$ cat src/rtl/upsampler.sv
// upsampler: CIC interpolation rate expander.
// Each accepted input sample is emitted once, followed by CIC_R-1 fill samples,
// using valid/ready handshakes on both sides so downstream stages can stall.
// Build option: define UPSAMPLER_HOLD_EN for zero-order hold (fill samples
// repeat the accepted sample). Without it, fill samples are zero (zero-stuffing).
module upsampler #(
    parameter int DATA_WIDTH_INP = 8,
    parameter int CIC_R          = 4
) (
    input  logic                             clk,
    input  logic                             reset,
    input  logic signed [DATA_WIDTH_INP-1:0] s_axis_in_tdata,
    input  logic                             s_axis_in_tvalid,
    output logic                             s_axis_in_tready,
    output logic signed [DATA_WIDTH_INP-1:0] m_axis_out_tdata,
    output logic                             m_axis_out_tvalid,
    input  logic                             m_axis_out_tready,
    output logic                             m_axis_out_tlast
);

    localparam int PHASE_W = (CIC_R > 1) ? $clog2(CIC_R) : 1;
    localparam logic [PHASE_W-1:0] LAST_PHASE   = PHASE_W'(CIC_R - 1);
    localparam logic [PHASE_W-1:0] PENULT_PHASE = PHASE_W'(CIC_R - 2);

    typedef enum logic {
        IDLE = 1'b0,
        EMIT = 1'b1
    } state_t;

    state_t                             state_p0;
    state_t                             state_nxt;
    logic        [PHASE_W-1:0]          phase_p0;
    logic                               last_p0;
    logic signed [DATA_WIDTH_INP-1:0]   data_p0;
    logic signed [DATA_WIDTH_INP-1:0]   fill_val;
    logic                               vld_p0;
    logic                               fire_in;
    logic                               fire_out;
    logic                               at_last_phase;

    assign at_last_phase = (phase_p0 == LAST_PHASE);
    assign fire_in       = s_axis_in_tvalid & s_axis_in_tready;
    assign fire_out      = vld_p0 & m_axis_out_tready;

    // State register: IDLE while the output register is empty, EMIT while it holds a phase.
    always_ff @(posedge clk) begin
        if (reset) begin
            state_p0 <= IDLE;
        end else begin
            state_p0 <= state_nxt;
        end
    end

    // Next state: a new sample always wins; the group ends when its last phase is taken.
    always_comb begin
        state_nxt = state_p0;
        if (fire_in) begin
            state_nxt = EMIT;
        end else if (fire_out && at_last_phase) begin
            state_nxt = IDLE;
        end
    end

    // Outputs of the FSM: valid follows the state, ready opens only when the
    // output register is empty or its last phase is leaving this cycle.
    always_comb begin
        vld_p0           = (state_p0 == EMIT);
        s_axis_in_tready = !reset && ((state_p0 == IDLE) ||
                                      (m_axis_out_tready && at_last_phase));
    end

    // Phase counter and last-phase flag, advanced on every accepted output.
    always_ff @(posedge clk) begin
        if (reset) begin
            phase_p0 <= '0;
            last_p0  <= 1'b0;
        end else if (fire_in) begin
            phase_p0 <= '0;
            last_p0  <= 1'b0;
        end else if (fire_out) begin
            if (!at_last_phase) begin
                phase_p0 <= phase_p0 + 1'b1;
                last_p0  <= (phase_p0 == PENULT_PHASE);
            end else begin
                phase_p0 <= '0;
                last_p0  <= 1'b0;
            end
        end
    end

    // Output data register: new sample on accept, fill value on each later phase.
    always_ff @(posedge clk) begin
        if (reset) begin
            data_p0 <= '0;
        end else if (fire_in) begin
            data_p0 <= s_axis_in_tdata;
        end else if (fire_out && !at_last_phase) begin
            data_p0 <= fill_val;
        end
    end

`ifdef UPSAMPLER_HOLD_EN
    logic signed [DATA_WIDTH_INP-1:0] hold_p0;

    // Held copy of the accepted sample, so fill phases never depend on data_p0.
    always_ff @(posedge clk) begin
        if (fire_in) begin
            hold_p0 <= s_axis_in_tdata;
        end
    end

    assign fill_val = hold_p0;
`else
    assign fill_val = '0;
`endif

    assign m_axis_out_tdata  = data_p0;
    assign m_axis_out_tvalid = vld_p0;
    assign m_axis_out_tlast  = last_p0;

endmodule

$ cat config.mk
export PLATFORM = sky130hd
export DESIGN_NAME = upsampler
export DESIGN_NICKNAME = d
export VERILOG_FILES = /design/src/rtl/upsampler.sv
export SDC_FILE = /design/constraint.sdc
export NUM_CORES = 1
export LEC_CHECK = 0
export ABC_AREA = 0
export CAP_MARGIN = 5
export CORE_UTILIZATION = 39
export DETAILED_ROUTE_END_ITERATION = 7
export GPL_TIMING_DRIVEN = 0
export PLACE_DENSITY = 0.75
export SYNTH_ARGS = -nofsm -noshare
export SYNTH_HDL_FRONTEND = slang
export SYNTH_SLANG_ARGS = --single-unit
$ cat constraint.sdc
create_clock -name clk -period 1.4 [get_ports clk]
set_input_delay 0.28 -clock clk [delete_from_list [all_inputs] [get_ports clk]]
set_output_delay 0.28 -clock clk [all_outputs]
set_load 0.005 [all_outputs]
==> Word-level counts from Yosys, hierarchy flattened <==
Cells that the tools add are included.
{ "totals": {"regBits": 12, "inputBits": 12, "elab_cells": 26, "out_inout_bits": 11} }
{ "op_classes": {"bitwise": 3, "addsub": 1, "mux": 6, "n_reduce_logical": 10, "eq_ne": 2} }
{ "ops": {"columns": ["op", "count"], "rows": [
  ["8-bit 2-to-1 mux", 2],
  ["2-bit == test, second input constant", 2],
  ["1-bit logical AND", 4],
  ["2-bit nonzero test", 2],
  ["1-bit 2-to-1 mux", 3],
  ["2-bit by 1-bit adder with 2-bit output, second input constant", 1],
  ["1-bit bitwise AND", 2],
  ["1-bit logical NOT", 2],
  ["2-bit 2-to-1 mux", 1],
  ["2-bit OR reduction", 1],
  ["1-bit logical OR", 1],
  ["1-bit inverter", 1]
]} }

==> Longest topological paths before layout <==
{ "depth": {"depth_word": 6, "mapped_depth": 4, "depth_no_buf": 4} }

==> Worst setup path before layout <==
Ideal clock, no wire load.
{ "synth_timing": {"path_type": "register to register", "from": "register phase_p0[0]", "to": "register phase_p0[1]", "path_slack_ns": 0.185, "arrival_time_ns": 1.100, "path_buffers": 0, "synth_period_minus_slack_ns": 1.215, "setup_time_ns": 0.115, "path_stages_with_launch": 5, "required_time_ns": 1.285, "cell_sequence": "dfxtp_1 inv_1 ha_1 and3_1 a2111oi_0"} }
{ "synth_between": {"elab_chain_cells": 6, "word_cells_on_any_way": 8, "cone_classes": "add/sub: 1; eq/ne: 1; mux: 1; bitwise: 1; reduce/logical: 4"} }
{ "synth_lines": {"columns": ["item", "line_no", "text"], "rows": [
  ["start: declaration", "32", "logic [PHASE_W-1:0] phase_p0;"],
  ["start signal: assignment", "82", "phase_p0 <= phase_p0 + 1'b1;"],
  ["2-bit == test", "41", "assign at_last_phase = (phase_p0 == LAST_PHASE);"],
  ["1-bit logical AND", "69", "(m_axis_out_tready && at_last_phase));"],
  ["1-bit logical OR", "68", "s_axis_in_tready = !reset && ((state_p0 == IDLE) ||"],
  ["1-bit logical AND", "68", null],
  ["1-bit bitwise AND", "42", "assign fire_in = s_axis_in_tvalid & s_axis_in_tready;"],
  ["2-bit OR reduction (no line)", null, null]
]} }
Several ways; a longest one is shown, not always the timed one.
A chain may end at the register's enable or synchronous reset.

==> Worst setup path in the final report <==
{ "layout_timing": {"from": "register phase_p0[1]", "to": "output s_axis_in_tready"} }
{ "layout_between": {"elab_chain_cells": 4} }
{ "layout_lines": {"columns": ["item", "line_no", "text"], "rows": [
  ["2-bit == test", "41", null],
  ["1-bit logical AND", "69", null],
  ["1-bit logical OR", "68", null],
  ["1-bit logical AND", "68", null],
  ["end: declaration", "14", "output logic s_axis_in_tready,"]
]} }
No other way between the ends.

==> out/results.txt <==
CP cell instances = ha_4 > a21boi_4 > nor2_1 > buf_2
Placer Congestion = 0.802
# diodes = 0
Max-Slew Margin vs Limit = 0.737
final hold vios = 0
Final min period = 1.34 ns
Die X = 38.6 um
Reg2Reg Setup Slack = 0.06 ns
sw power = 0.169 mW
initial antenna violation count = 0
Buf+Inv Stages, Crit Path = 1
Mapped Cells = 47
initial core utilization = 0.447
max cap viols = 0
LEAKAGE = 0.487 nW
DRC viols = 0
nets = 92
largest net degree at the start of global routing = 10
Row Count = 12
RSZ-0062 raised after global routing = yes
Seq/Total Area, Yosys = 0.459
Vias = 464
CTS tree = built
cell family with most CP delay = flip-flops
CTS Buf Count = 3
Die H = 38.6 um
worst-path fanout max = 2
routed wire length = 1220 um
Clock Path Buffers = 2
setup TNS = 0 ns
CTS Sinks = 12
status = finished clean
Clock transition at path regs = 0.07 ns
CTS Hold Bufs = 0
Hold Path Class = in2reg
crit end category = primary output
final slew viol count = 0
Synth-to-Final Area Change = 66.7%
synthesized area = 523 um2
Slowest-stage cell, CP = dfxtp_2
TritonRoute pass-1 iters = 4
Distinct cells, synth = 21
global route total overflow = 0
yosys synthesis warning count = 0
fillers = 91
Die ar. = 1490 um2
power share of the clock group = 0.280
ANT nets after route = 0
worst slew pin tran = 0.394 ns
Via density = 5.16
P_int = 0.551 mW
Gate power share = 0.206
Port Buffer Count = 21
top-level I/O count = 23
Final Cycle Share = 0.960
Cell Area, Placed = 751 um2
fmax = 744 MHz
vias in the first global route = 411
slowest stage delay, CP = 0.34 ns
first-pass GRT wire length = 1840 um
Final setup viols = 0
final instance area = 872 um2
clk_lat worst skew = 0.27 ns
Crit path required time = 1.12 ns
hpwl dp = 735 um
Setup Skew = 0.00172 ns
GRT Util Overall = 0.195
syn_area_per_cell = 11.1 um2
Critical Path AT = 1.06 ns
Net Sw Frac = 0.235
CP Launch Type = flop
placed cells = 82
H-tree lvl count = 1
DRT met1 WL = 574 um
post-route insts no fill = 90
Top Layer Used = met4
Starting DRT DRC Count = 6
Setup CP Type = reg2out
PD cells = 825 nW/um2
routed len/inst = 13.5 um
layout cells sized above 1 = 0.316
Synthesized Nets = 61
core area = 1170 um2
Met3 Wirelength = 48 um
metal2 WL = 567 um
Yosys reg bits = 12
clock root cell = clkbuf_4
Worst IR Drop VDD = 0.690 mV
sequential share of power = 0.514
==> Yosys cell counts <==
| master | number | share of area |
|---|---|---|
| nand2_1 | 4 | 0.029 |
| or3b_4 | 1 | 0.022 |
| o31ai_4 | 1 | 0.041 |
| nor2b_2 | 1 | 0.017 |
| ha_1 | 2 | 0.048 |
| a221oi_1 | 1 | 0.017 |
| nor2b_1 | 1 | 0.012 |
| nor3b_4 | 1 | 0.036 |
| nor3b_1 | 1 | 0.014 |
| a21boi_2 | 1 | 0.022 |
| o21ai_0 | 1 | 0.0096 |
| a2111oi_0 | 1 | 0.017 |
| a21oi_1 | 2 | 0.019 |
| dfxtp_1 | 12 | 0.46 |
| a22o_1 | 8 | 0.13 |
| and3_1 | 1 | 0.012 |
| or3_1 | 1 | 0.012 |
| buf_6 | 2 | 0.043 |
| nor2_1 | 3 | 0.022 |
| inv_1 | 1 | 0.0072 |
| nand3_1 | 1 | 0.0096 |
==> routing by layer <==
layer | up-vias | GRT usage
met4 | 0 | 0.103
met5 | - | 0
li1 | 233 | -
met3 | 4 | 0.0867
met1 | 216 | 0.228
met2 | 11 | 0.296
==> cells in the final DEF (no fill, tap or decap), types with 2 or more instances in the layout <==
cell type        instances
clkdlybuf4s50_1          9
dlymetal6s2s_1           9
a22o_1                   8
dfxtp_2                  6
dfxtp_1                  6
buf_6                    4
nand2_1                  4
nor2_1                   3
clkbuf_4                 3
buf_4                    3
a21oi_1                  2
dlygate4sd2_1            2
==> flip-flops by register name (all words and copies together) (netlist names) <==
signal	count
m_axis_out_tdata	8
phase_p0	2
m_axis_out_tlast	1
m_axis_out_tvalid	1
==> worst register-to-register path, delay by kind of cell, from the launching register on <==
kind	cells	cell delay (ns)
flops	1	0.32
buf+inv	2	0.24
compound gates	2	0.60
simple gates	1	0.13
==> final cells by class <==
type / count / area (um2) / share of cell area
clock buffers: 3 / 22.5 / 0.0258
inverters: 1 / 3.75 / 0.00430
multi-input cells: 32 / 288 / 0.330
repair buffers: 26 / 270 / 0.310
well taps: 14 / 17.5 / 0.0201
flip-flops and latches: 12 / 248 / 0.284
plain buffers: 2 / 22.5 / 0.0258
==> final timing paths <==
path,startpoint,end,cells after the start
max,phase_p0[1]$_SDFFE_PP0N_,s_axis_in_tready,4
min,reset,phase_p0[0]$_SDFFE_PP0N_,2
max reg2reg,m_axis_out_tvalid$_SDFFE_PP0P_,m_axis_out_tdata[4]$_SDFFE_PP0P_,5
min reg2reg,m_axis_out_tdata[0]$_SDFFE_PP0P_,m_axis_out_tdata[0]$_SDFFE_PP0P_,1
==> repair_timing <==
action / 4_1_cts / 5_1_grt
setup buffers: 5 / 0
setup endpoints to repair: 10 / 17
pin swaps: 3 / 6
gates resized for setup: 12 / 17
==> kinds of logic after synthesis <==
kind of cell | count (synthesis) | share of synthesized area
AO/OA/AOI/OAI | 15 | 0.258
buffers and inverters | 3 | 0.0502
adder cells (fa/ha/maj) | 2 | 0.0478
AND/OR/NAND/NOR | 15 | 0.184
flip-flops | 12 | 0.459
==> power by group through the flow <==
stage	Combinational [mW]	Sequential [mW]	Clock (mW)
after global routing	0.161	0.372	0.232
after CTS	0.144	0.370	0.211
after detailed placement	0.134	0.377	0
after floorplan	0.0579	0.377	0
after global placement	0.133	0.376	0
final	0.148	0.370	0.201
==> through the flow <==
step / hold slack [ns] / utilization / total power [mW] / setup slack (ns)
detailed placement: 0.467 / 0.641 / 0.511 / -0.557
finish: 0.224 / 0.745 / 0.720 / 0.0562
floorplan: 0.387 / - / 0.435 / 0.185
global placement: 0.461 / 0.641 / 0.509 / -0.554
global route: 0.217 / 0.745 / 0.765 / -0.00401
CTS: 0.210 / 0.706 / 0.726 / 0.000181
No activity file was read; power rests on OpenSTA's default activity.
==> RTL change, RTL diff (same settings) <==
Build with the macro `UPSAMPLER_HOLD_EN` defined.
--- a/src/rtl/upsampler.sv
+++ b/src/rtl/upsampler.sv
@@ -4,4 +4,6 @@
 // Build option: define UPSAMPLER_HOLD_EN for zero-order hold (fill samples
 // repeat the accepted sample). Without it, fill samples are zero (zero-stuffing).
+`define UPSAMPLER_HOLD_EN
+
 module upsampler #(
     parameter int DATA_WIDTH_INP = 8,
Check against the original RTL: not equivalent (a bounded check fails within 4 cycles, from zero or initial values and one cycle with reset high).
==> RTL change against the original RTL <==
The run now ends with negative setup slack left. Worst setup slack got worse by 180 ps. Critical path type unchanged. Design area increased by 53%. Sequential cell count increased by 8. Area after synthesis increased by 73%. Largest power group unchanged. Total power increased by 89%. Highest routed layer is now met3. First-iteration DRC count increased by 33%. Clock skew increased by 2.4 ps. Wire length increased by 72%.
==> RTL change: results (changes against the original RTL) <==
| Metric | This run | Unit | vs unedited |
|:---|:---|:---|:---|
| Run status | complete, but fails checks | - |  |
| Failing checks | negative setup slack | - |  |
| Inst Count DP | 130 | - | +59% |
| Worst Min Path Start | s_axis_in_tvalid | - |  |
| Top cell types by occurrence after synthesis | nand2_1, dfxtp_1, nor3_1 | - |  |
| First-pass GRT wire length | 3730 | µm | +100% |
| Via/cell ratio | 5.29 | - | +2.7% |
| GRT met3 Usage | 0.0303 | - | -0.0564 |
| Wire length on met2 | 1130 | µm | +98% |
| Number of stages on the worst hold path | 3 | - | +1 |
| Pre-CTS setup slack | -679 | ps | -122 ps |
| Placer Congestion | 0.680 | - | -15% |
| Routed length on met1 | 891 | µm | +55% |
| Total half-perimeter wirelength after legalization and detailed placement | 1290 | µm | +75% |
| Maximum number of pins on one net before global-route repair | 13 | - | +3 |
| Worst Reg2Reg Path Length in Cells | 4 | - | -1 |
| Mean cell area of the mapped netlist | 11.3 | µm² | +1.5% |
| Number of setup violations in the final report | 1 | - | +1 |
| Top cells by area, synth | dfxtp_1, edfxtp_1, a311oi_2 | - |  |
| Yosys warnings | 0 | - | unchanged |
| CP Max Fanout | 3 | - | +1 |
| Uppermost layer routed | met3 | - |  |
| Number of port buffers | 22 | - | +4.8% |
| Net Sw Frac | 0.226 | - | -0.00933 |
| Least setup slack across all paths after layout | -120 | ps | -176 ps |
| Post-CTS resize count | 37 | - | +25 |
| Global-route track usage on met2 | 0.369 | - | +0.0731 |
| Number of enable flip-flop cells after synthesis | 8 | - | +8 |
| Reg-to-reg slack, setup | 20 | ps | -40 ps |
| Share of final-layout standard cells stronger than drive strength 1 | 0.407 | - | +0.0910 |
| Total nets after synthesis | 94 | - | +54% |
| Count of routing violations after the opening detailed-route iteration | 8 | - | +2 |
| Arrival time at the worst endpoint | 1240 | ps | +180 ps |
| Routed length per instance | 14.4 | µm | +6.1% |
| Worst setup skew after layout | 4.17 | ps | +2.44 ps |
| End point of the worst hold path | m_axis_out_tvalid | - |  |
| Total number of vias | 773 | - | +67% |
| Overall Global Routing Usage | 0.197 | - | +0.00148 |
| Number of CTS-inserted buffers | 3 | - | unchanged |
| Worst-Skew Late Latency | 300 | ps | +30 ps |
| Routed wire length on met3 | 81 | µm | +69% |
| GR Util met1 | 0.225 | - | -0.00257 |
| Clock transition at the registers of the reported paths | 120 | ps | +50 ps |
| Peak supply drop | 0.694 | mV | +0.62% |
| Power drawn by the combinational cells | 0.221 | mW | +49% |
| Number of distinct library cells after synthesis | 26 | - | +24% |
| Clock-net power | 0.479 | mW | +140% |
## RTL change: cell count changes in the layout (fill, tap and decap cells not counted), sizes merged, moves of 8 or more
cell	change
nor3	+9
nand2	+13
buf	+10
edfxtp	+8
dlygate4sd2	+11
a311oi	+8
a22o	-8
dlymetal6s2s	-9
## RTL change: kinds of logic after synthesis
logic type	after synthesis	share of synthesized area
muxes	1	0.0111
adders and majority gates	2	0.0277
DFF	20	0.532
buffers and inverters	7	0.0609
and+or+nand+nor	38	0.211
AOI/OAI and AO/OA	12	0.158
## RTL change: worst max-delay path, stage by stage (launching register included)
cell,delay (ps)
dfxtp_2,360
ha_4,160
a21boi_2,130
buf_4,140
nor2_2,30
buf_2,120
## RTL change: worst max-delay path by stage
stage	from	end	depth (start not counted)
detailed placement	m_axis_out_tready	s_axis_in_tready	5
floorplan	phase_p0[0]	fill_val[0]	5
finish	phase_p0[1]	s_axis_in_tready	5
global placement	m_axis_out_tready	s_axis_in_tready	5
CTS	phase_p0[1]	s_axis_in_tready	5
global route	phase_p0[0]	s_axis_in_tready	5
## RTL change: stage by stage
stage / total power [mW] / hold slack, ps / utilization
floorplan: 0.768 / 348 / -
global placement: 0.868 / 503 / 0.529
detailed placement: 0.872 / 508 / 0.529
CTS: 1.37 / 363 / 0.606
global route: 1.41 / 389 / 0.607
finish: 1.36 / 363 / 0.607
## RTL change: area by class of cell
| class | instances | area [µm²] |
|---|---|---|
| Multi-Input combinational cell | 53 | 387 |
| Inverter | 2 | 15.0 |
| Fill cell | 200 | 861 |
| Buffer | 4 | 46.3 |
| Clock inverter | 1 | 30.0 |
| Sequential cell | 20 | 498 |
| Timing Repair Buffer | 35 | 297 |
| Clock buffer | 3 | 22.5 |
| Tap cell | 28 | 35.0 |
